==> config.mk <==
export PLATFORM = sky130hd
export DESIGN_NAME = add_multicycle
export DESIGN_NICKNAME = d
export VERILOG_FILES = /design/src/rtl/add_multicycle.sv
export SDC_FILE = /design/constraint.sdc
export NUM_CORES = 1
export LEC_CHECK = 0
export ABC_CLOCK_PERIOD_IN_PS = 6400
export CELL_PAD_IN_SITES_DETAIL_PLACEMENT = 1
export CELL_PAD_IN_SITES_GLOBAL_PLACEMENT = 2
export CORE_MARGIN = 2
export CORE_UTILIZATION = 36
export DETAILED_ROUTE_END_ITERATION = 6
export PLACE_DENSITY_LB_ADDON = 0.25
export SYNTH_ARGS = -nofsm -noshare
export SYNTH_HDL_FRONTEND = slang
export SYNTH_SLANG_ARGS = --single-unit
export TNS_END_PERCENT = 20
==> constraint.sdc <==
create_clock -name clk_i -period 6.4 [get_ports clk_i]
set_clock_uncertainty 0.1 [all_clocks]
set_input_delay 0.64 -clock clk_i [delete_from_list [all_inputs] [get_ports clk_i]]
set_output_delay 0.64 -clock clk_i [all_outputs]
set_load 0.05 [all_outputs]
==> src/rtl/add_multicycle.sv <==
// Chunk-serial wide adder: one AddCfast slice reused per cycle,
// carry held in a register between chunks, LS chunk first.

module AddCfast #(
    parameter int width = 8,
    parameter int speed = 0
) (
    input  logic [width-1:0] A,
    input  logic [width-1:0] B,
    input  logic             CI,
    output logic [width-1:0] S,
    output logic             CO
);
    localparam int lv = (width > 1) ? $clog2(width) : 1;

    logic [width-1:0] gg, pp, gn, pn;
    logic [width:0]   c;

    // gg/pp become group generate/propagate over bits [0..i]
    always_comb begin
        gg = A & B;
        pp = A ^ B;
        gn = gg;
        pn = pp;
        c  = '0;
        c[0] = CI;
        if (speed == 0) begin
            for (int i = 0; i < width; i++)
                c[i+1] = gg[i] | (pp[i] & c[i]);
        end else begin
            if (speed == 2) begin
                for (int l = 0; l < lv; l++) begin
                    gn = gg;
                    pn = pp;
                    for (int i = 0; i < width; i++) begin
                        if (((i >> l) & 1) == 1) begin
                            gn[i] = gg[i] | (pp[i] & gg[((i >> l) << l) - 1]);
                            pn[i] = pp[i] & pp[((i >> l) << l) - 1];
                        end
                    end
                    gg = gn;
                    pp = pn;
                end
            end else begin
                for (int l = 0; l < lv; l++) begin
                    gn = gg;
                    pn = pp;
                    for (int i = 0; i < width; i++) begin
                        if (((i + 1) % (2 << l)) == 0) begin
                            gn[i] = gg[i] | (pp[i] & gg[i - (1 << l)]);
                            pn[i] = pp[i] & pp[i - (1 << l)];
                        end
                    end
                    gg = gn;
                    pp = pn;
                end
                for (int l = lv - 2; l >= 0; l--) begin
                    gn = gg;
                    pn = pp;
                    for (int i = 0; i < width; i++) begin
                        if (((i + 1) % (2 << l)) == (1 << l) && i >= (2 << l)) begin
                            gn[i] = gg[i] | (pp[i] & gg[i - (1 << l)]);
                            pn[i] = pp[i] & pp[i - (1 << l)];
                        end
                    end
                    gg = gn;
                    pp = pn;
                end
            end
            for (int i = 0; i < width; i++)
                c[i+1] = gg[i] | (pp[i] & CI);
        end
        S  = A ^ B ^ c[width-1:0];
        CO = c[width];
    end
endmodule

module add_multicycle #(
    parameter int width = 8,
    parameter int words = 4,
    parameter int speed = 0
) (
    input  logic                   clk_i,
    input  logic                   rst_ni,
    input  logic                   in_valid_i,
    output logic                   in_ready_o,
    input  logic [words*width-1:0] A,
    input  logic [words*width-1:0] B,
    input  logic                   CI,
    output logic                   out_valid_o,
    input  logic                   out_ready_i,
    output logic [words*width-1:0] S,
    output logic                   CO
);
    localparam int iw = (words > 1) ? $clog2(words) : 1;
    localparam int n  = words * width;

    typedef enum logic [1:0] {IDLE, RUN, DONE} state_t;

    state_t          state, state_d;
    logic [iw-1:0]   idx;
    logic            carry;
    logic [n-1:0]    a_q, b_q;
    logic [width-1:0] a_c, b_c, s_c;
    logic            co_c;
    logic            last;

    assign a_c  = a_q[int'(idx)*width +: width];
    assign b_c  = b_q[int'(idx)*width +: width];
    assign last = (idx == iw'(words - 1));

    assign in_ready_o  = (state == IDLE);
    assign out_valid_o = (state == DONE);

    AddCfast #(.width(width), .speed(speed)) u_add (
        .A  (a_c),
        .B  (b_c),
        .CI (carry),
        .S  (s_c),
        .CO (co_c)
    );

    always_comb begin
        state_d = state;
        unique case (state)
            IDLE:    if (in_valid_i) state_d = RUN;
            RUN:     if (last) state_d = DONE;
            DONE:    if (out_ready_i) state_d = IDLE;
            default: state_d = IDLE;
        endcase
    end

    always_ff @(posedge clk_i or negedge rst_ni) begin
        if (!rst_ni) begin
            state <= IDLE;
            idx   <= '0;
            carry <= 1'b0;
            a_q   <= '0;
            b_q   <= '0;
            S     <= '0;
            CO    <= 1'b0;
        end else begin
            state <= state_d;
            unique case (state)
                IDLE: begin
                    if (in_valid_i) begin
                        a_q   <= A;
                        b_q   <= B;
                        carry <= CI;
                        idx   <= '0;
                    end
                end
                RUN: begin
                    S[int'(idx)*width +: width] <= s_c;
                    carry <= co_c;
                    if (last) CO <= co_c;
                    else idx <= idx + 1'b1;
                end
                default: ;
            endcase
        end
    end
endmodule

==> metrics.md <==
| Metric | Value |
|---|---|
| Synth Area in Adders | 0.0475 |
| Fin crit period | 4.84 ns |
| Ant diodes | 0 |
| Max rail drop VDD | 261 µV |
| Clock network fraction of total power | 0.137 |
| Post-synth EDFFs | 0 |
| Fin util | 0.474 |
| DRC Markers | 0 |
| Yosys top cell by area | dfrtp_1 |
| Share of cells above drive strength 1 | 0.281 |
| Max_slew headroom | 0.213 |
| Hold_buf cts | 0 |
| Net Count, Synth | 380 |
| Mean number of vias per cell | 4.93 |
| Largest family of logic cells by synthesized area | multiplexers |
| Crit path max fanout | 15 |
| Sequential group share of total power | 0.313 |
| Syn Area/Cell | 16.7 µm² |
| Flop-to-flop setup slack | 1.56 ns |
| CP bufs+invs | 4 |
| Design area | 6330 µm² |
| Crit path arrival time | 4.97 ns |
| Post-route clock period utilization | 0.757 |
| Die area | 14,700 µm² |
| H-tree levels | 3 |
| Final Setup Violations | 0 |
| Final hold vios | 0 |
| RSZ-0062 raised after global routing | false |
| Fmax | 206 MHz |
| Req. time, crit path | 6.52 ns |
| GRT Total Usage | 0.168 |
| Critical path's slowest cell | dfrtp_1 |
| Compound-Gate Fraction of Synth Area | 0.0778 |
| Via count | 2,871 |
| Clock slew at reported path FFs | 0.07 ns |
| Internal power | 2.19 mW |
| Pins Over Slew Limit | 0 |
| Mux contribution to synthesized area | 0.267 |
| Pre-Repair DR Iteration Count | 4 |
| Num CTS Buffers | 9 |
| Row cnt | 42 |
| Worst setup EP type | register |
| Critical Path Max Stage Delay | 0.83 ns |
| Yosys cell types | 32 |
| IO Pins | 104 |
| Leak Pwr | 2.74 nW |
| First-pass GRT wire length | 18,800 µm |
| Nets | 484 |
| Top-area cell type share of the netlist area | 0.515 |
| Synth warn | 0 |
| Crit-path cells | buf_4 > mux4_2 > inv_1 > fa_1 > fa_1 > fa_1 > fa_1 > fa_1 > fa_1 > inv_1 > fa_1 > inv_1 > o2bb2ai_1 |
| GRT Residual Overflow | 0 |
| Synth Area in XOR/XNOR | 0 |
| Max-Cap Viols | 0 |
| CORE AREA | 13,300 µm² |
| Clock root cell | clkbuf_16 |
| Placed cell areas | 6050 µm² |
| DPL Wire Length | 8350 µm |
| Combinational share of power | 0.550 |
| Synth Flop Type | dfrtp_1 |
| CP dominant cell by count | fa_1 |
| Async SR Flop Fraction | 1.00 |
| Post-Syn Area | 4950 µm² |
| Area growth, synth to finish | 27.7% |
| Status | complete, no violations |
| Sequential fraction of the synthesis area | 0.515 |
| FF+latch count, synth | 102 |
| Largest net degree at the start of global routing | 66 |
| Layout Cells excl Fill | 582 |
| Antenna-violating nets left | 0 |
| Clock latency at the later pin of the worst-skew pair | 0.34 ns |
| Total Neg Setup Slack | 0 ns |
| Pwr Density | 593 nW/µm² |
| Reported net switching power | 1.56 mW |
| Setup Buffers After CTS | 0 |
| Simple-gate portion of the synthesized area | 0.0397 |
| Drt total wl | 11,300 µm |
| CTS tree | yes |
| Clk buf depth | 2 |
| Effective utilization at floorplan | 0.371 |
| Slew @ Worst Pin | 1.18 ns |
| Element type at the critical path start | register |
| Min-delay worst type | in2async |
| CP Class | reg2reg |
| Top cells by area, synth | dfrtp_1 (52%), mux2_4 (18%), mux4_2 (7.3%) |
| DIE WIDTH | 121 µm |
| Net Sw Frac | 0.415 |
| IO buf count | 103 |
| Die height | 121 µm |
| Number of global-route vias before repair | 3,242 |
| Global placement routability congestion | 0.730 |
| WL/cell | 19.4 µm |
| Iteration-0 DRC Markers | 134 |
| Resize count post-CTS | 0 |
| Cells after synthesis | 297 |
| Initial antenna violation count | 0 |
| Synth top cells by count | dfrtp_1 (102), mux2_4 (61), o2bb2ai_1 (22) |
| Most common cell in the netlist | dfrtp_1 |
| CTS Sinks | 102 |
| Placed insts | 566 |
| Delay-heaviest family, CP | adder cells |
## cell type report
type | instances | area [µm²]
tap | 176 | 220
sequential | 102 | 2550
multi-input combinational | 161 | 2140
clock buffer | 10 | 229
fill | 1329 | 7020
timing repair buffer | 107 | 1060
inverter | 20 | 75.1
clock inverter | 6 | 46.3
## cell families after synthesis
kind of cell             count (synthesis)
flip-flops                             102
multiplexers                            81
AO/OA/AOI/OAI                           42
buffers and inverters                   34
AND/OR/NAND/NOR                         24
adder cells (fa/ha/maj)                 14
## placed cells by master, fill, tap and decap left out
cell               n
nor3_1             1
mux2_1             4
a21oi_1            3
buf_4              5
nand3_2            1
clkinv_2           1
fa_1               8
inv_1             19
inv_6              2
o21ai_0            5
mux4_2            16
o2bb2ai_1         22
nor3b_4            1
mux2_4            61
inv_2              1
nor4bb_1           1
and4bb_4           1
nand4b_4           1
nor2b_1            2
o2bb2ai_2          8
clkinvlp_4         2
clkinv_4           1
nor2_1             4
clkbuf_16          9
nand3_4            1
clkbuf_1           1
nand4_4            1
dfrtp_1          102
clkdlybuf4s50_1  102
nand2_1            5
and2b_1            2
ha_1               6
a22oi_1            2
and3_1             1
a22o_1             2
nand2_2            2
## power by group through the flow
stage / logic [mW] / clock network (mW) / registers (mW)
final: 2.06 / 0.513 / 1.18
after global placement: 2.03 / 0 / 1.18
after global routing: 2.23 / 0.554 / 1.22
after detailed placement: 2.09 / 0 / 1.18
after CTS: 2.10 / 0.527 / 1.18
after floorplan: 1.38 / 0 / 1.31
## metal layers
layer	track usage	share of wire
met1	0.233	0.47
met2	0.264	0.48
met3	0.0367	0.043
met4	0.0496	0.011
met5	0	0
## worst paths after layout
check	start	end	depth (start not counted)
setup / recovery	idx[0]	S[31]	13
min in group clk_i	S[3]	S[3]	1
max in group asynchronous	rst_ni	b_q[14]	2
setup reg to reg	idx[0]	S[31]	13
hold reg to reg	S[3]	S[3]	1
hold / removal	rst_ni	S[7]	1
## flip-flops by register name (all words and copies together), names as in the netlist
signal  flops
CO          1
S          32
a_q        32
b_q        32
carry       1
idx         2
state       2
## per-stage QoR
| step | hold WS, ns | total power [mW] | setup WS, ns |
|---|---|---|---|
| 2_1_floorplan | 0.244 | 2.69 | 1.96 |
| 3_3_place_gp | 0.364 | 3.21 | 1.58 |
| 3_5_place_dp | 0.376 | 3.27 | 1.48 |
| 4_1_cts | 0.160 | 3.80 | 1.48 |
| 5_1_grt | 0.175 | 4.01 | 1.26 |
| 6_report | 0.154 | 3.75 | 1.56 |
Note: power is estimated with default switching activity, not from simulation.
